**src/rtl/wb_mailbox_slave_pkg.sv**
```systemverilog
// Shared register map, bit positions and bus state type for the Wishbone mailbox slave.
// Also holds the access legality check used by the bus decode.
package wb_mailbox_slave_pkg;

   localparam logic [7:0] REG_DATA    = 8'h00;
   localparam logic [7:0] REG_STATUS  = 8'h04;
   localparam logic [7:0] REG_CONTROL = 8'h08;
   localparam logic [7:0] REG_OUT     = 8'h0C;

   localparam int STAT_EMPTY_BIT = 9;
   localparam int STAT_FULL_BIT  = 10;
   localparam int STAT_OVF_BIT   = 11;
   localparam int STAT_UDF_BIT   = 12;

   localparam int CTRL_IRQ_EN_BIT = 0;
   localparam int CTRL_FLUSH_BIT  = 1;

   typedef enum logic {
      ST_IDLE = 1'b0,
      ST_TERM = 1'b1
   } bus_state_t;

   // Misaligned, out-of-map, or a write to the read-only DATA register.
   function automatic logic access_error(input logic we, input logic [7:0] off);
      access_error = (off[1:0] != 2'b00) || (off > REG_OUT) || (we && (off == REG_DATA));
   endfunction

endpackage

```
**src/rtl/wb_mailbox_slave_if.sv**
```systemverilog
// Wishbone classic bus bundle between a bus master and the mailbox slave.
// cti/bte are carried but the slave treats every access as classic.
interface wb_mailbox_slave_if #(
   parameter int dw = 32,
   parameter int aw = 32
) ();

   logic          cyc;
   logic          stb;
   logic          we;
   logic [aw-1:0] adr;
   logic [dw-1:0] dat_w;
   logic [dw-1:0] dat_r;
   logic [3:0]    sel;
   logic [2:0]    cti;
   logic [1:0]    bte;
   logic          ack;
   logic          err;
   logic          rty;

   modport master (
      output cyc, stb, we, adr, dat_w, sel, cti, bte,
      input  dat_r, ack, err, rty
   );

   modport slave (
      input  cyc, stb, we, adr, dat_w, sel, cti, bte,
      output dat_r, ack, err, rty
   );

endinterface

```
**src/rtl/wb_mailbox_slave_fifo.sv**
```systemverilog
// Inbound mailbox FIFO: synchronous, power-of-two depth, with flush.
// A pop frees a slot for a push in the same cycle even when full.
module mbox_fifo #(
   parameter int DEPTH = 16,
   parameter int WIDTH = 32
) (
   input  logic                       clk,
   input  logic                       rst,
   input  logic                       push,
   input  logic                       pop,
   input  logic                       flush,
   input  logic [WIDTH-1:0]           din,
   output logic [WIDTH-1:0]           dout,
   output logic [$clog2(DEPTH):0]     count,
   output logic                       full,
   output logic                       empty
);

   localparam int AW = $clog2(DEPTH);
   localparam int CW = AW + 1;

   logic [WIDTH-1:0] mem [DEPTH];
   logic [AW-1:0]    wr_ptr;
   logic [AW-1:0]    rd_ptr;
   logic             do_push;
   logic             do_pop;

   assign full    = (count == CW'(DEPTH));
   assign empty   = (count == '0);
   assign do_pop  = pop && !empty;
   assign do_push = push && (!full || do_pop) && !flush;
   assign dout    = mem[rd_ptr];

   always_ff @(posedge clk) begin
      if (rst || flush) begin
         wr_ptr <= '0;
         rd_ptr <= '0;
         count  <= '0;
      end else begin
         if (do_push) wr_ptr <= wr_ptr + 1'b1;
         if (do_pop)  rd_ptr <= rd_ptr + 1'b1;
         case ({do_push, do_pop})
            2'b10:   count <= count + 1'b1;
            2'b01:   count <= count - 1'b1;
            default: ;
         endcase
      end
   end

   always_ff @(posedge clk) begin
      if (do_push) mem[wr_ptr] <= din;
   end

endmodule

```
**src/rtl/wb_mailbox_slave.sv**
```systemverilog
// Wishbone classic mailbox slave: local producer fills a FIFO drained through DATA,
// plus STATUS/CONTROL registers, a bus-written outbound strobe and a level interrupt.
//
// state   | meaning
// ST_IDLE | no termination pending; a sampled cyc&&stb commits the access
// ST_TERM | ack or err driven for exactly this cycle
module wb_mailbox_slave
   import wb_mailbox_slave_pkg::*;
#(
   parameter int dw         = 32,
   parameter int aw         = 32,
   parameter int FIFO_DEPTH = 16
) (
   input  logic              wb_clk,
   input  logic              wb_rst,
   wb_mailbox_slave_if.slave wb,
   input  logic              push_valid,
   input  logic [31:0]       push_data,
   output logic              push_ready,
   output logic [31:0]       out_data,
   output logic              out_valid,
   output logic              interrupt
);

   localparam int CW = $clog2(FIFO_DEPTH) + 1;

   bus_state_t      state_q;
   bus_state_t      state_d;
   logic            go;
   logic            acc_err;
   logic            err_q;
   logic            wr_ok;
   logic            rd_ok;
   logic [7:0]      off;
   logic [dw-1:0]   rd_data_q;
   logic [31:0]     rd_mux;
   logic [31:0]     status_word;
   logic            irq_en;
   logic            ovf_q;
   logic            udf_q;

   logic            fifo_push;
   logic            fifo_pop;
   logic            fifo_flush;
   logic [31:0]     fifo_dout;
   logic [CW-1:0]   fifo_count;
   logic            fifo_full;
   logic            fifo_empty;
   logic            overflow_evt;
   logic            underflow_evt;
   logic            unused_bits;

   assign off     = wb.adr[7:0];
   assign go      = (state_q == ST_IDLE) && wb.cyc && wb.stb;
   assign acc_err = access_error(wb.we, off);
   assign wr_ok   = go && !acc_err && wb.we;
   assign rd_ok   = go && !acc_err && !wb.we;

   assign fifo_pop      = rd_ok && (off == REG_DATA) && !fifo_empty;
   assign underflow_evt = rd_ok && (off == REG_DATA) && fifo_empty;
   assign fifo_flush    = wr_ok && (off == REG_CONTROL) && wb.sel[0] && wb.dat_w[CTRL_FLUSH_BIT];
   // A pop in the same cycle lets a push land even though push_ready is low.
   assign fifo_push     = push_valid && (!fifo_full || fifo_pop) && !fifo_flush;
   assign overflow_evt  = push_valid && fifo_full && !fifo_pop && !fifo_flush;
   assign push_ready    = !fifo_full && !wb_rst;

   mbox_fifo #(
      .DEPTH (FIFO_DEPTH),
      .WIDTH (32)
   ) u_fifo (
      .clk   (wb_clk),
      .rst   (wb_rst),
      .push  (fifo_push),
      .pop   (fifo_pop),
      .flush (fifo_flush),
      .din   (push_data),
      .dout  (fifo_dout),
      .count (fifo_count),
      .full  (fifo_full),
      .empty (fifo_empty)
   );

   always_ff @(posedge wb_clk) begin
      if (wb_rst) state_q <= ST_IDLE;
      else        state_q <= state_d;
   end

   always_comb begin
      state_d = state_q;
      case (state_q)
         ST_IDLE: if (wb.cyc && wb.stb) state_d = ST_TERM;
         ST_TERM: state_d = ST_IDLE;
         default: state_d = ST_IDLE;
      endcase
   end

   always_comb begin
      wb.ack = 1'b0;
      wb.err = 1'b0;
      if (state_q == ST_TERM) begin
         wb.ack = !err_q;
         wb.err = err_q;
      end
   end

   assign wb.rty   = 1'b0;
   assign wb.dat_r = rd_data_q;

   always_comb begin
      status_word                 = '0;
      status_word[8:0]            = 9'(fifo_count);
      status_word[STAT_EMPTY_BIT] = fifo_empty;
      status_word[STAT_FULL_BIT]  = fifo_full;
      status_word[STAT_OVF_BIT]   = ovf_q;
      status_word[STAT_UDF_BIT]   = udf_q;
   end

   always_comb begin
      rd_mux = '0;
      case (off)
         REG_DATA:    rd_mux = fifo_empty ? 32'h0 : fifo_dout;
         REG_STATUS:  rd_mux = status_word;
         REG_CONTROL: rd_mux[CTRL_IRQ_EN_BIT] = irq_en;
         REG_OUT:     rd_mux = out_data;
         default:     rd_mux = '0;
      endcase
   end

   // Side effects commit on the edge that raises the termination.
   always_ff @(posedge wb_clk) begin
      if (wb_rst) begin
         err_q     <= 1'b0;
         rd_data_q <= '0;
         irq_en    <= 1'b0;
         ovf_q     <= 1'b0;
         udf_q     <= 1'b0;
         out_data  <= '0;
         out_valid <= 1'b0;
         interrupt <= 1'b0;
      end else begin
         out_valid <= 1'b0;
         interrupt <= irq_en && !fifo_empty;
         if (go) begin
            err_q     <= acc_err;
            rd_data_q <= rd_ok ? rd_mux : '0;
         end
         if (wr_ok && (off == REG_CONTROL) && wb.sel[0]) irq_en <= wb.dat_w[CTRL_IRQ_EN_BIT];
         if (wr_ok && (off == REG_OUT)) begin
            for (int b = 0; b < 4; b++) begin
               if (wb.sel[b]) out_data[8*b +: 8] <= wb.dat_w[8*b +: 8];
            end
            out_valid <= 1'b1;
         end
         if (wr_ok && (off == REG_STATUS) && wb.sel[1]) begin
            if (wb.dat_w[STAT_OVF_BIT]) ovf_q <= 1'b0;
            if (wb.dat_w[STAT_UDF_BIT]) udf_q <= 1'b0;
         end
         // A new event in the same cycle as a clear keeps the flag set.
         if (overflow_evt)  ovf_q <= 1'b1;
         if (underflow_evt) udf_q <= 1'b1;
      end
   end

   assign unused_bits = ^{wb.cti, wb.bte, wb.adr[aw-1:8]};

endmodule

```
**src/flat_wrapper.sv**
```systemverilog
// flat-port wrapper written by rule: the top's interface ports become plain ports
module wb_mailbox_slave_flat import wb_mailbox_slave_pkg::*;
#(
   parameter int dw         = 32,
   parameter int aw         = 32,
   parameter int FIFO_DEPTH = 16
)
  (wb_clk, wb_rst, push_valid, push_data, push_ready, out_data, out_valid, interrupt, wb_cyc, wb_stb, wb_we, wb_adr, wb_dat_w, wb_sel, wb_cti, wb_bte, wb_dat_r, wb_ack, wb_err, wb_rty);
  wb_mailbox_slave_if #(.dw(dw), .aw(aw)) wb_i ();
  input  logic wb_clk;
  input  logic wb_rst;
  input  logic push_valid;
  input  logic [31:0] push_data;
  output logic push_ready;
  output logic [31:0] out_data;
  output logic out_valid;
  output logic interrupt;
  input wire logic [$bits(wb_i.cyc)-1:0] wb_cyc;
  input wire logic [$bits(wb_i.stb)-1:0] wb_stb;
  input wire logic [$bits(wb_i.we)-1:0] wb_we;
  input wire logic [$bits(wb_i.adr)-1:0] wb_adr;
  input wire logic [$bits(wb_i.dat_w)-1:0] wb_dat_w;
  input wire logic [$bits(wb_i.sel)-1:0] wb_sel;
  input wire logic [$bits(wb_i.cti)-1:0] wb_cti;
  input wire logic [$bits(wb_i.bte)-1:0] wb_bte;
  output wire logic [$bits(wb_i.dat_r)-1:0] wb_dat_r;
  output wire logic [$bits(wb_i.ack)-1:0] wb_ack;
  output wire logic [$bits(wb_i.err)-1:0] wb_err;
  output wire logic [$bits(wb_i.rty)-1:0] wb_rty;
  assign wb_i.cyc = wb_cyc;
  assign wb_i.stb = wb_stb;
  assign wb_i.we = wb_we;
  assign wb_i.adr = wb_adr;
  assign wb_i.dat_w = wb_dat_w;
  assign wb_i.sel = wb_sel;
  assign wb_i.cti = wb_cti;
  assign wb_i.bte = wb_bte;
  assign wb_dat_r = wb_i.dat_r;
  assign wb_ack = wb_i.ack;
  assign wb_err = wb_i.err;
  assign wb_rty = wb_i.rty;
  wb_mailbox_slave #(.dw(dw), .aw(aw), .FIFO_DEPTH(FIFO_DEPTH)) u_core (.wb_clk(wb_clk), .wb_rst(wb_rst), .wb(wb_i), .push_valid(push_valid), .push_data(push_data), .push_ready(push_ready), .out_data(out_data), .out_valid(out_valid), .interrupt(interrupt));
endmodule
```
**config.mk**
```make
export PLATFORM = sky130hd
export DESIGN_NAME = wb_mailbox_slave_flat
export DESIGN_NICKNAME = d
export VERILOG_FILES = /design/src/rtl/wb_mailbox_slave_pkg.sv /design/src/rtl/wb_mailbox_slave_if.sv /design/src/rtl/wb_mailbox_slave_fifo.sv /design/src/rtl/wb_mailbox_slave.sv /design/src/flat_wrapper.sv
export SDC_FILE = /design/constraint.sdc
export NUM_CORES = 1
export LEC_CHECK = 0
export CORE_MARGIN = 5
export CORE_UTILIZATION = 35
export DETAILED_ROUTE_END_ITERATION = 7
export GPL_TIMING_DRIVEN = 0
export SKIP_LAST_GASP = 1
export SYNTH_ARGS = -nofsm -noshare
export SYNTH_HDL_FRONTEND = slang
export SYNTH_SLANG_ARGS = --single-unit
```
**constraint.sdc**
```tcl
create_clock -name wb_clk -period 5.8 [get_ports wb_clk]
set_clock_uncertainty 0.1 [all_clocks]
set_input_delay 1.16 -clock wb_clk [delete_from_list [all_inputs] [get_ports wb_clk]]
set_output_delay 1.16 -clock wb_clk [all_outputs]
set_load 0.01 [all_outputs]
```
==> impl_metrics.csv <==
group,metric,value,unit
status,run_status,"finished clean",
floorplan,pin_count,181,
place,io_buffers,149,
finish,layout.nets,1637,
synthesis,synthDistinctLibCells,51,
route,wirelength,58500,um
global_routing,groute.usage.overall,0.159,
synthesis,synth_seq_cells,600,
pwr,switchingPower,1.74,mW
cts,clk_path_buf_depth,3,
critical_path,cp_top_family,"simple AND/OR/NAND/NOR gates",
run,maxCapViolations,0,
cts,cts.sinks,600,
critical_path,slowest_stage,"or4_4",
route,vias,12800,
route,drc,0,
route,ant_nets,0,
min_path,worstHoldEndpoint,"u_core.wb.dat_r[29]$_SDFFE_PP0P_",
timing,finalHoldViolCount,0,
route,wl_per_cell,24.1,um
timing,fmax,217,MHz
finish,fillers,5803,
critical_path,timing.rr.start,"u_core.state_q$_SDFF_PP0_",
cts,clkLatencyLatePin,0.61,ns
cts,cts_setup_buffers,0,
global_routing,grt_pass1_vias,13000,
global_routing,grt.overflow.total,0,
pwr,intPower,7.01,mW
synthesis,syn_area,0.0233,mm2
cts,cts_root_buf,"clkbuf_16",
min_path,hp-start,"u_core.wb.dat_r[29]$_SDFFE_PP0P_",
floorplan,fp.dieArea,0.0718,mm2
finish,seqCellArea,0.0171,mm2
synthesis,synthCells,1291,
pwr,seqPwrFrac,0.542,
cts,clk_pin_slew,0.06,ns
critical_path,r2r-end,"u_core.u_fifo.count[4]$_SDFFE_PP0P_",
synthesis,syn_area_per_cell,18.0,um2
critical_path,path_buf_inv,2,
timing,worst_pin_slew,1.14,ns
min_path,whs_path_depth,2,
critical_path,startpoint,"wb_adr[7]",
critical_path,worst-path-max-fanout,8,
critical_path,regToRegSetupSlack,2.10,ns
critical_path,cp-start-kind,"input port",
finish,post-route-util,0.427,
critical_path,path_cells,"clkdlybuf4s50_1, or4_4, or4_1, buf_2, nor2_1, ha_1, xor2_1, ha_1, a211o_1, a21oi_1, a221oi_1, or3_1, a21oi_1",
synthesis,syn-num-nets,1411,
synthesis,yosysSeqAreaShare,0.736,
synthesis,ys_warn_count,0,
global_routing,grt_max_degree,28,
cts,cts_tree,"yes",
cts,cts_hold_buffers,0,
pwr,p_per_area,311,mW/mm2
global_routing,antenna_found_initial,7,
global_routing,grt_pass1_wl,85500,um
pwr,p_leak,8.84,nW
timing,finalCriticalPeriod,4.62,ns
critical_path,cp_data_arrival_time,5.04,ns
cts,cts-buffers-inserted,56,
finish,multiInputGateArea,0.00574,mm2
floorplan,rows,94,
route,viasPerCell,5.26,
timing,finalSetupViolCount,0,
timing,rsz0062_at_grt,"false",
finish,area.growth.synth_to_final,20.7,%
critical_path,max_stage_delay,0.61,ns
pwr,p_sw_frac,0.199,
min_path,hp-class,"reg -> reg",
critical_path,r2r_cells,12,
cts,ctsResizeCount,0,
place,routabilityCongestion,0.799,
floorplan,die_w,268,um
pwr,p_clk_frac,0.426,
route,first_pass_iters,5,
pwr,irDropWorstVdd,0.220,mV
place,place_ws,0.696,ns
place,hpwl,39000,um
timing,hold_slack,0.376,ns
floorplan,die_y,268,um
route,drt_iter0_markers,1060,
pwr,p_comb_frac,0.032,
critical_path,crit_type,"in -> reg",
cts,htree_levels,2,
critical_path,setup.worst_path.end_class,"flop",
floorplan,coreArea,0.0659,mm2
timing,relSlewSlack,0.239,
timing,period_share,0.796,
timing,fin_ws,1.18,ns
finish,drive_gt1_frac,0.189,
timing,maxSlewViolCount,0,
critical_path,cp.required,6.22,ns
floorplan,start_util,0.354,
-- power groups by stage --
stage          Clock (mW)  Sequential, mW  Combinational, mW
4_1_cts              3.79            4.74              0.285
6_report             3.72            4.74              0.283
3_3_place_gp            0            4.83              0.265
2_1_floorplan           0            4.83              0.106
3_5_place_dp            0            4.83              0.284
5_1_grt              3.97            4.74              0.304
-- cells in the final DEF, fill, tap and decap left out, drive strengths merged, types with 5 or more instances in the layout --
cell / n
nand2: 60
ha: 9
buf: 51
dfxtp: 88
a222oi: 22
nor2b: 7
nor3: 7
or3: 6
xnor2: 5
mux4: 105
and3: 18
nand2b: 13
nand3: 5
inv: 31
o22ai: 47
edfxtp: 512
mux2: 48
clkdlybuf4s50: 149
o31a: 9
nor2: 49
a21oi: 46
o21ai: 39
clkinv: 23
clkbuf: 111
mux2i: 56
bufinv: 8
-- final cells by class --
cell class / count / share of cell area
Sequential cell: 600 / 0.610
Multi-Input combinational cell: 585 / 0.204
Timing Repair Buffer: 168 / 0.0658
Clock buffer: 68 / 0.0530
Tap cell: 864 / 0.0385
Clock inverter: 33 / 0.0128
Buffer: 75 / 0.0116
Inverter: 31 / 0.00414
Antenna cell: 3 / 0.000267
-- flip-flops by register name, indices dropped and copies added (netlist names), named ones only --
| name | cells |
|---|---|
| u_core.err_q | 1 |
| u_core.out_data | 32 |
| u_core.irq_en | 1 |
| u_core.wb.dat_r | 32 |
| u_core.state_q | 1 |
| u_core.u_fifo.rd_ptr | 4 |
| u_core.out_valid | 1 |
| u_core.ovf_q | 1 |
| u_core.udf_q | 1 |
| u_core.interrupt | 1 |
| u_core.u_fifo.count | 5 |
| u_core.u_fifo.wr_ptr | 4 |
| u_core.u_fifo.mem | 512 |
-- per-stage QoR --
stage	total power, mW	instances	cell area [um2]	setup TNS (ns)
final	8.75	2427	28100	0
after global routing	9.01	2424	28100	0
after CTS	8.82	2424	28100	0
after detailed placement	5.12	2323	26200	0
after global placement	5.10	2304	25900	-114.64
after floorplan	4.94	1291	23300	0
-- metal layers --
layer	track usage	wire length, um	up-vias
met5	0	42	-
met4	0.0405	1280	8
met3	0.0377	4330	95
met2	0.268	28400	435
met1	0.209	24400	6584
li1	-	-	5633
-- worst max path at each step --
stage / end / slack, ns / depth (start not counted)
floorplan: u_core.u_fifo.mem[3][0]$_DFFE_PP_ / 0.72 / 4
global placement: u_core.u_fifo.mem[3][25]$_DFFE_PP_ / -2.70 / 5
detailed placement: u_core.u_fifo.count[4]$_SDFFE_PP0P_ / 0.70 / 13
CTS: u_core.u_fifo.count[4]$_SDFFE_PP0P_ / 1.31 / 13
global route: u_core.u_fifo.count[4]$_SDFFE_PP0P_ / 1.15 / 13
finish: u_core.u_fifo.count[4]$_SDFFE_PP0P_ / 1.18 / 13
-- cells in the mapped netlist (all sizes together) --
cell type	number	area [um2]
and3	18	113
and4b	2	20.0
mux2	48	541
o21ai	39	199
a222oi	22	220
a22oi	3	22.5
or3	6	37.5
nor4	4	55.1
o2111ai	1	8.76
a21oi	46	230
o32ai	1	8.76
a221oi	1	8.76
and2	2	12.5
ha	9	113
mux4	105	2360
nand2	60	225
or4	3	26.3
xor2	3	26.3
and3b	1	8.76
nand4	2	12.5
nor2	49	184
edfxtp	512	15400
nand3	5	25.0
a211oi	1	7.51
a21o	2	15.0
xnor2	5	43.8
buf	32	164
nor2b	7	43.8
or2	1	6.26
o31a	9	78.8
o22ai	47	294
mux2i	56	561
a211o	1	8.76
o211a	1	17.5
inv	31	116
nor3	7	46.3
nand2b	13	81.3
nand3b	1	7.51
a22o	1	8.76
dfxtp	88	1760
clkbuf	43	161
nor3b	2	20.0
conb	1	3.75
-- worst min-delay path, delay by kind of cell, from the launching register on --
| kind | cells | cell delay (ns) |
|---|---|---|
| AO/OA/AOI/OAI | 1 | 0.07 |
| buffers and inverters | 1 | 0.05 |
| flip-flops | 1 | 0.33 |
-- cells by family after synthesis --
group | share of synthesized area
xor gates and xnor gates | 0.00301
adders and majority gates | 0.00484
and+or+nand+nor | 0.0397
muxes | 0.149
buffers and inverters | 0.0190
AOI/OAI and AO/OA | 0.0485
DFF | 0.736
other | 0.000161
Power figures use the tool's default switching activity.
